===== src/rtl/whack_pkg.sv =====
// -----------------------------------------------------------------------------
// whack_pkg
// Shared definitions for the whack-a-mole game datapath.
//   - hit_miss response codes
//   - responder state enumeration
//   - mole-selection LFSR seed and feedback taps
// -----------------------------------------------------------------------------
package whack_pkg;

    // hit_miss codes returned to the game-control FSM
    localparam logic [1:0] HM_NONE = 2'b00;
    localparam logic [1:0] HM_HIT  = 2'b01;
    localparam logic [1:0] HM_MISS = 2'b10;

    typedef enum logic [3:0] {
        ST_IDLE,
        ST_INIT,
        ST_ARM,
        ST_PLAY,
        ST_REPORT,
        ST_UPDATE,
        ST_TREPORT,
        ST_FINISH,
        ST_DONE
    } resp_state_e;

    // The register shifts toward bit 0 and feeds the XOR of bits 0,2,3,5 into
    // bit 15, which is the Fibonacci form of polynomial taps 16,14,13,11.
    localparam logic [15:0] LFSR_SEED = 16'hACE1;
    localparam logic [15:0] LFSR_TAPS = 16'h002D;

endpackage


===== src/rtl/lfsr16.sv =====
// -----------------------------------------------------------------------------
// lfsr16
// Free-running 16-bit Fibonacci LFSR used to pick the next mole. It advances
// every clock cycle regardless of game state and reloads the seed on reset.
// Ports:
//   clk     in  1   clock
//   reset   in  1   asynchronous, active-high reset (loads LFSR_SEED)
//   o_value out 16  current LFSR contents
// -----------------------------------------------------------------------------
module lfsr16
    import whack_pkg::*;
(
    input  logic        clk,
    input  logic        reset,
    output logic [15:0] o_value
);

    logic [15:0] r_lfsr;

    // NOTE: clocked state uses non-blocking assignments so every register
    // samples the pre-edge values, independent of process ordering.
    always_ff @(posedge clk or posedge reset) begin
        if (reset) begin
            r_lfsr <= LFSR_SEED;
        end else begin
            r_lfsr <= {^(r_lfsr & LFSR_TAPS), r_lfsr[15:1]};
        end
    end

    assign o_value = r_lfsr;

endmodule


===== src/rtl/mole_responder.sv =====
// -----------------------------------------------------------------------------
// mole_responder
// Game-datapath responder for whack-a-mole. Answers the game-control FSM's
// handshake: selects moles, times the per-mole response window, detects
// button presses, keeps the score and runs the game timer.
// Ports:
//   clk            in  1           clock
//   reset          in  1           asynchronous, active-high reset
//   fsm_start      in  1           control FSM is in Start
//   fsm_game       in  1           control FSM is in Game
//   fsm_game_end   in  1           control FSM is in GameEnd (status only)
//   buttons        in  NUM_HOLES   player buttons, active-high, synchronized
//   hit_miss       out 2           00 none, 01 hit, 10 miss (level-held)
//   timer_signal   out 1           game time expired (level-held)
//   control_signal out 1           one-cycle "load/update done" pulse
//   mole_onehot    out NUM_HOLES   active mole, zero when none is up
//   score          out SCORE_W     saturating hit count
//   time_left      out clog2(GAME_CYCLES+1) remaining game cycles
// -----------------------------------------------------------------------------
module mole_responder
    import whack_pkg::*;
#(
    parameter int NUM_HOLES     = 4,
    parameter int GAME_CYCLES   = 200,
    parameter int WINDOW_CYCLES = 20,
    parameter int LOAD_CYCLES   = 3,
    parameter int SCORE_W       = 8
) (
    input  logic                               clk,
    input  logic                               reset,
    input  logic                               fsm_start,
    input  logic                               fsm_game,
    input  logic                               fsm_game_end,
    input  logic [NUM_HOLES-1:0]               buttons,
    output logic [1:0]                         hit_miss,
    output logic                               timer_signal,
    output logic                               control_signal,
    output logic [NUM_HOLES-1:0]               mole_onehot,
    output logic [SCORE_W-1:0]                 score,
    output logic [$clog2(GAME_CYCLES+1)-1:0]   time_left
);

    localparam int IDX_W  = $clog2(NUM_HOLES);
    localparam int TIME_W = $clog2(GAME_CYCLES + 1);
    localparam int WIN_W  = $clog2(WINDOW_CYCLES + 1);
    localparam int LOAD_W = $clog2(LOAD_CYCLES + 1);

    resp_state_e          r_state, w_state_nx;
    logic [NUM_HOLES-1:0] r_btn_q, r_edge;
    logic [WIN_W-1:0]     r_win, w_win_nx;
    logic [LOAD_W-1:0]    r_load_cnt, w_load_cnt_nx;
    logic [1:0]           r_hit_miss, w_hit_miss_nx;
    logic                 r_timer_signal, w_timer_nx;
    logic                 r_control, w_control_nx;
    logic [NUM_HOLES-1:0] r_mole, w_mole_nx;
    logic [SCORE_W-1:0]   r_score, w_score_nx;
    logic [TIME_W-1:0]    r_time_left, w_time_nx;

    logic [15:0]          w_lfsr;
    logic [NUM_HOLES-1:0] w_new_mole;
    logic                 w_hit, w_any_edge, w_load_done;
    logic                 w_unused;

    lfsr16 u_lfsr (
        .clk     (clk),
        .reset   (reset),
        .o_value (w_lfsr)
    );

    // GameEnd is implied by the Start flag that follows it, and only the low
    // LFSR bits select a hole.
    assign w_unused = ^{fsm_game_end, w_lfsr[15:IDX_W]};

    assign w_new_mole  = {{(NUM_HOLES-1){1'b0}}, 1'b1} << w_lfsr[IDX_W-1:0];
    assign w_hit       = |(r_edge & r_mole);
    assign w_any_edge  = |r_edge;
    assign w_load_done = (r_load_cnt == LOAD_W'(LOAD_CYCLES));

    // Rising edges are captured only while a mole is in play, so a press made
    // during ARM can never be credited to the mole raised afterwards.
    always_ff @(posedge clk or posedge reset) begin
        if (reset) begin
            r_btn_q <= '0;
            r_edge  <= '0;
        end else begin
            r_btn_q <= buttons;
            r_edge  <= (r_state == ST_PLAY) ? (buttons & ~r_btn_q) : '0;
        end
    end

    always_ff @(posedge clk or posedge reset) begin
        if (reset) begin
            r_state        <= ST_IDLE;
            r_win          <= '0;
            r_load_cnt     <= '0;
            r_hit_miss     <= HM_NONE;
            r_timer_signal <= 1'b0;
            r_control      <= 1'b0;
            r_mole         <= '0;
            r_score        <= '0;
            r_time_left    <= '0;
        end else begin
            r_state        <= w_state_nx;
            r_win          <= w_win_nx;
            r_load_cnt     <= w_load_cnt_nx;
            r_hit_miss     <= w_hit_miss_nx;
            r_timer_signal <= w_timer_nx;
            r_control      <= w_control_nx;
            r_mole         <= w_mole_nx;
            r_score        <= w_score_nx;
            r_time_left    <= w_time_nx;
        end
    end

    always_comb begin
        // NOTE: every combinational output gets a default before the case so
        // no path leaves a signal unassigned, which would infer a latch.
        w_state_nx    = r_state;
        w_win_nx      = r_win;
        w_load_cnt_nx = '0;
        w_hit_miss_nx = r_hit_miss;
        w_timer_nx    = r_timer_signal;
        w_control_nx  = 1'b0;
        w_mole_nx     = r_mole;
        w_score_nx    = r_score;
        w_time_nx     = r_time_left;

        // The game clock runs from INIT exit through every in-game state and
        // sticks at zero; TREPORT and later are only reached once it is zero.
        if ((r_state inside {ST_ARM, ST_PLAY, ST_REPORT, ST_UPDATE}) &&
            (r_time_left != '0)) begin
            w_time_nx = r_time_left - 1'b1;
        end

        case (r_state)
            ST_IDLE: begin
                if (!fsm_start) begin
                    w_state_nx = ST_INIT;
                    w_score_nx = '0;
                    w_time_nx  = TIME_W'(GAME_CYCLES);
                    w_mole_nx  = '0;
                end
            end
            // The three load/update states share one counter; the counter is
            // zero on entry because none of them follows another directly.
            ST_INIT, ST_UPDATE, ST_FINISH: begin
                if (w_load_done) begin
                    w_control_nx = 1'b1;
                    w_state_nx   = (r_state == ST_FINISH) ? ST_DONE : ST_ARM;
                end else begin
                    w_load_cnt_nx = r_load_cnt + 1'b1;
                end
            end
            ST_ARM: begin
                if (fsm_game) begin
                    w_win_nx   = WIN_W'(WINDOW_CYCLES);
                    // With the clock already expired no mole is shown; PLAY
                    // then goes straight to the timer report.
                    if (r_time_left != '0) begin
                        w_mole_nx = w_new_mole;
                    end
                    w_state_nx = ST_PLAY;
                end
            end
            ST_PLAY: begin
                if (r_win != '0) begin
                    w_win_nx = r_win - 1'b1;
                end
                if (r_time_left == '0) begin
                    // Expiry outranks a same-cycle hit or miss; nothing is scored.
                    w_timer_nx = 1'b1;
                    w_state_nx = ST_TREPORT;
                end else if (w_hit) begin
                    w_hit_miss_nx = HM_HIT;
                    if (r_score != '1) begin
                        w_score_nx = r_score + 1'b1;
                    end
                    w_state_nx = ST_REPORT;
                end else if (w_any_edge || (r_win == '0)) begin
                    w_hit_miss_nx = HM_MISS;
                    w_state_nx    = ST_REPORT;
                end
            end
            ST_REPORT: begin
                if (!fsm_game) begin
                    w_hit_miss_nx = HM_NONE;
                    w_mole_nx     = '0;
                    w_state_nx    = ST_UPDATE;
                end
            end
            ST_TREPORT: begin
                if (!fsm_game) begin
                    w_timer_nx = 1'b0;
                    w_mole_nx  = '0;
                    w_state_nx = ST_FINISH;
                end
            end
            ST_DONE: begin
                if (fsm_start) begin
                    w_state_nx = ST_IDLE;
                end
            end
            default: w_state_nx = ST_IDLE;
        endcase

        // Start seen mid-game means the control FSM was reset underneath us.
        if (fsm_start && !(r_state inside {ST_IDLE, ST_DONE})) begin
            w_state_nx = ST_IDLE;
        end

        // Anything headed for IDLE leaves with all outputs cleared.
        if (w_state_nx == ST_IDLE) begin
            w_hit_miss_nx = HM_NONE;
            w_timer_nx    = 1'b0;
            w_control_nx  = 1'b0;
            w_mole_nx     = '0;
            w_score_nx    = '0;
            w_time_nx     = '0;
        end
    end

    assign hit_miss       = r_hit_miss;
    assign timer_signal   = r_timer_signal;
    assign control_signal = r_control;
    assign mole_onehot    = r_mole;
    assign score          = r_score;
    assign time_left      = r_time_left;

endmodule


===== config.mk =====
export PLATFORM = sky130hd
export DESIGN_NAME = mole_responder
export DESIGN_NICKNAME = d
export VERILOG_FILES = /design/src/rtl/whack_pkg.sv /design/src/rtl/lfsr16.sv /design/src/rtl/mole_responder.sv
export SDC_FILE = /design/constraint.sdc
export NUM_CORES = 1
export LEC_CHECK = 0
export BUFFER_PORTS_ARGS = -buffer_cell sky130_fd_sc_hd__buf_2
export CAP_MARGIN = 20
export CELL_PAD_IN_SITES_DETAIL_PLACEMENT = 1
export CELL_PAD_IN_SITES_GLOBAL_PLACEMENT = 2
export CORE_MARGIN = 2
export CORE_UTILIZATION = 39
export CTS_BUF_LIST = sky130_fd_sc_hd__clkbuf_8
export DETAILED_ROUTE_END_ITERATION = 8
export PLACE_DENSITY_LB_ADDON = 0.1
export SYNTH_ARGS = -nofsm -noshare
export SYNTH_HDL_FRONTEND = slang
export SYNTH_SLANG_ARGS = --single-unit

===== constraint.sdc =====
create_clock -name clk -period 2.84 [get_ports clk]
set_input_delay 0.284 -clock clk [delete_from_list [all_inputs] [get_ports clk]]
set_output_delay 0.284 -clock clk [all_outputs]
set_load 0.05 [all_outputs]

==> flow_metrics.tcl <==
set metrics [dict create \
    grt_pass1_wl_um 10600 \
    gpl.final_weighted_congestion 0.743 \
    cp_max_fo 8 \
    power.net_switching_uw 1300 \
    hold_start "buttons[3]" \
    worst_slew_pin_slew_ns 0.787 \
    drive_gt1_share_pct 24.9 \
    timing.critical_path.to_type "flip-flop" \
    logic_depth_of_the_worst_register_to_register_path 8 \
    worstReg2RegStart "r_win[0]" \
    antenna_cells_inserted 0 \
    hold_viol 0 \
    syn_nets 270 \
    layout.area.seq_mm2 0.00149 \
    floorplan.io_pins 33 \
    clk_pin_slew_worst_paths_ns 0.07 \
    layout_setup_ws_ns 0.408 \
    syn_area_mm2 0.00275 \
    ys_seq_elements 59 \
    synthDistinctLibCells 55 \
    peakVddDrop_v 0.000381 \
    synth.yosys.warnings 0 \
    fin_worst_skew_ns 0.00753 \
    timing.max_cap.violations 0 \
    route.detailed.vias_per_inst 5.22 \
    sequential_to_total_area_share_from_yosys_stat_pct 54.1 \
    max_slew_margin_pct 47.1 \
    ys_async_sr_fraction_pct 100 \
    holdCritPathClass "input port to flip-flop" \
    dpl.hpwl_um 4320 \
    post-cts-setup-buffers 0 \
    cts.sink_count 59 \
    finalWirelength_um 6230 \
    postCtsResizedCells 0 \
    insertion_delay_ns 0.33 \
    vias 2095 \
    core-area_mm2 0.00679 \
    ctsLongestPathBuffers 2 \
    number_of_enable_type_register_cells_in_the_synthesized_netlist 0 \
    drtPass1Iterations 4 \
    die-height_um 87.9 \
    timing.hold.worst_endpoint "r_btn_q[3]" \
    worst_r2r_endpoint "timer_signal" \
    clock_power_share_pct 23.5 \
    track_usage_pct 18.0 \
    power.leakage_uw 0.00145 \
    combPwrFrac_pct 41.2 \
    postLayoutCellArea_mm2 0.00324 \
    tritoncts.num_buffers 9 \
    critical_path_required_ns 3.06 \
    maximum_number_of_pins_on_one_net_before_global_route_repair 60 \
    worst_hold_path.num_cells 1 \
    fp.dieArea_mm2 0.00773 \
    area_occupied_by_multi_input_gates_mm2 0.00117 \
    cell_internal_pwr_uw 1820 \
    hold_buffers 0 \
    power_frac_seq_pct 35.3 \
    setup_total_negative_slack_ns 0 \
    cts_tree "built" \
    regToRegSetupSlack_ns 0.41 \
    outcome "finished, final reports clean" \
    final_net_count 314 \
    crit_path_start_kind "flip-flop" \
    drv_slew 0 \
    power.share.switching_pct 41.8 \
    initial_utilization_pct 40.4 \
    synthFlopType "sky130_fd_sc_hd__dfrtp_1" \
    mostFrequentLayoutCell "sky130_fd_sc_hd__dfrtp_1" \
    number_of_standard_cells_after_synthesis 256 \
    first_iter_violations 48 \
    gr-total-overflow 0 \
    postPlaceCellArea_mm2 0.00305 \
    drt-wirelength-per-cell_um 15.5 \
    layout_min_cycle_time_ns 2.43 \
    fmax_mhz 411 \
    cp.arrival_ns 2.65 \
    power_density_over_the_cells_mw_per_mm2 963 \
    number_of_h_tree_branching_levels 3 \
    antenna_found_initial 0 \
    setup_viol_count_final 0 \
    grt_pass1_vias 2146 \
    final.period_utilization_pct 85.6 \
    n_fill_cell 775 \
    criticalPathCategory "flip-flop to flip-flop" \
    die_x_um 87.9 \
    placement.setup.worst_slack_ns 0.408 \
    drt.antenna.violating_nets 0 \
    port-buffer-count 31 \
    post-route-drc-count 0 \
    synthesis_to_layout_area_growth_pct 18.1 \
    synth.avg_cell_area_um2 10.7 \
    layout.cells.most_common_list "sky130_fd_sc_hd__dfrtp_1, sky130_fd_sc_hd__buf_2, sky130_fd_sc_hd__nand2_1" \
    clockRootBuffer "sky130_fd_sc_hd__clkbuf_8" \
    std_cell_rows 30 \
    rsz0062_at_grt "false" \
]
-- state kept, by name (all words and copies together) (netlist names) --
register,flops
timer_signal,1
r_btn_q,4
r_load_cnt,2
u_lfsr.o_value,16
r_edge,4
time_left,8
control_signal,1
mole_onehot,4
hit_miss,2
r_win,5
r_state,4
score,8
-- cells in the mapped netlist, drive strengths merged, types with 2 or more instances --
master | n | area (um^2)
xnor2 | 5 | 43.8
or3 | 2 | 12.5
or4 | 3 | 22.5
nor3 | 10 | 55.1
nor4 | 5 | 31.3
a211oi | 3 | 47.6
nor4b | 2 | 32.5
clkbuf | 2 | 7.51
or4b | 2 | 23.8
and2 | 3 | 18.8
nor2b | 3 | 18.8
a22o | 3 | 26.3
inv | 8 | 30.0
mux2i | 3 | 30.0
a2111oi | 2 | 17.5
nand2 | 27 | 101
dfrtp | 51 | 1280
dfstp | 8 | 210
o31a | 2 | 17.5
a31oi | 4 | 25.0
xor2 | 6 | 52.6
or2 | 2 | 12.5
a22oi | 5 | 42.5
buf | 7 | 47.5
nand3 | 10 | 50.1
ha | 5 | 62.6
nor3b | 5 | 37.5
a21oi | 17 | 85.1
nor2 | 22 | 82.6
nand3b | 3 | 22.5
o21ai | 8 | 40.0
-- through the flow --
step,power [uW],hold slack [ns],cells,utilization (%)
floorplan,2070,0.315,256,-
finish,3120,0.0611,401,47.7
CTS,3160,0.0391,401,47.7
detailed placement,2400,0.336,385,44.9
global route,3340,0.0402,401,47.7
global placement,2380,0.337,385,44.9
-- cell families after synthesis --
| kind of cell | Yosys count | synth area share, % |
|---|---|---|
| AO/OA/AOI/OAI | 55 | 14.6 |
| XOR/XNOR | 11 | 3.51 |
| adder cells (fa/ha/maj) | 5 | 2.28 |
| buffers and inverters | 17 | 3.10 |
| flip-flops | 59 | 54.1 |
| multiplexers | 3 | 1.09 |
| AND/OR/NAND/NOR | 106 | 21.3 |
-- per-layer routing --
layer | wire length [um] | track usage [%] | vias up
li1 | - | - | 1012
met1 | 3120 | 24.0 | 1030
met2 | 2740 | 27.2 | 42
met3 | 247 | 6.41 | 11
met4 | 125 | 6.29 | 0
met5 | 0 | 0 | -
-- critical path, stage by stage, from the launching register on --
cell and delay, ns:
sky130_fd_sc_hd__dfrtp_1 0.38, sky130_fd_sc_hd__inv_1 0.12, sky130_fd_sc_hd__ha_1 0.15, sky130_fd_sc_hd__or4b_4 0.50
sky130_fd_sc_hd__a22oi_2 0.20, sky130_fd_sc_hd__o32ai_1 0.15, sky130_fd_sc_hd__a211oi_4 0.49, sky130_fd_sc_hd__buf_4 0.26
sky130_fd_sc_hd__nor2_1 0.06
-- final cells by class --
| cell class | instances | share of cell area, % |
|---|---|---|
| clock buffers | 9 | 3.82 |
| clock inverters | 7 | 2.16 |
| inverters | 8 | 0.926 |
| multi-input cells | 180 | 36.2 |
| flip-flops and latches | 59 | 45.8 |
| well taps | 96 | 3.70 |
| repair buffers | 42 | 7.33 |
-- how the worst max path moves through the flow --
stage | slack (ns) | start | to
3_5_place_dp | 0.41 | r_win[0] | timer_signal
6_report | 0.41 | r_win[0] | timer_signal
3_3_place_gp | 0.41 | r_win[0] | hit_miss[1]
5_1_grt | 0.25 | r_win[0] | time_left[6]
4_1_cts | 0.39 | r_win[0] | timer_signal
2_1_floorplan | 0.52 | time_left[0] | time_left[5]
-- power by group through the flow --
stage	registers [uW]	clock network, uW	logic [uW]
floorplan	1290	0	773
global placement	1110	0	1280
detailed placement	1120	0	1280
CTS	1100	763	1290
global route	1120	801	1410
finish	1100	735	1290
Note: power is estimated with default switching activity, not from simulation.
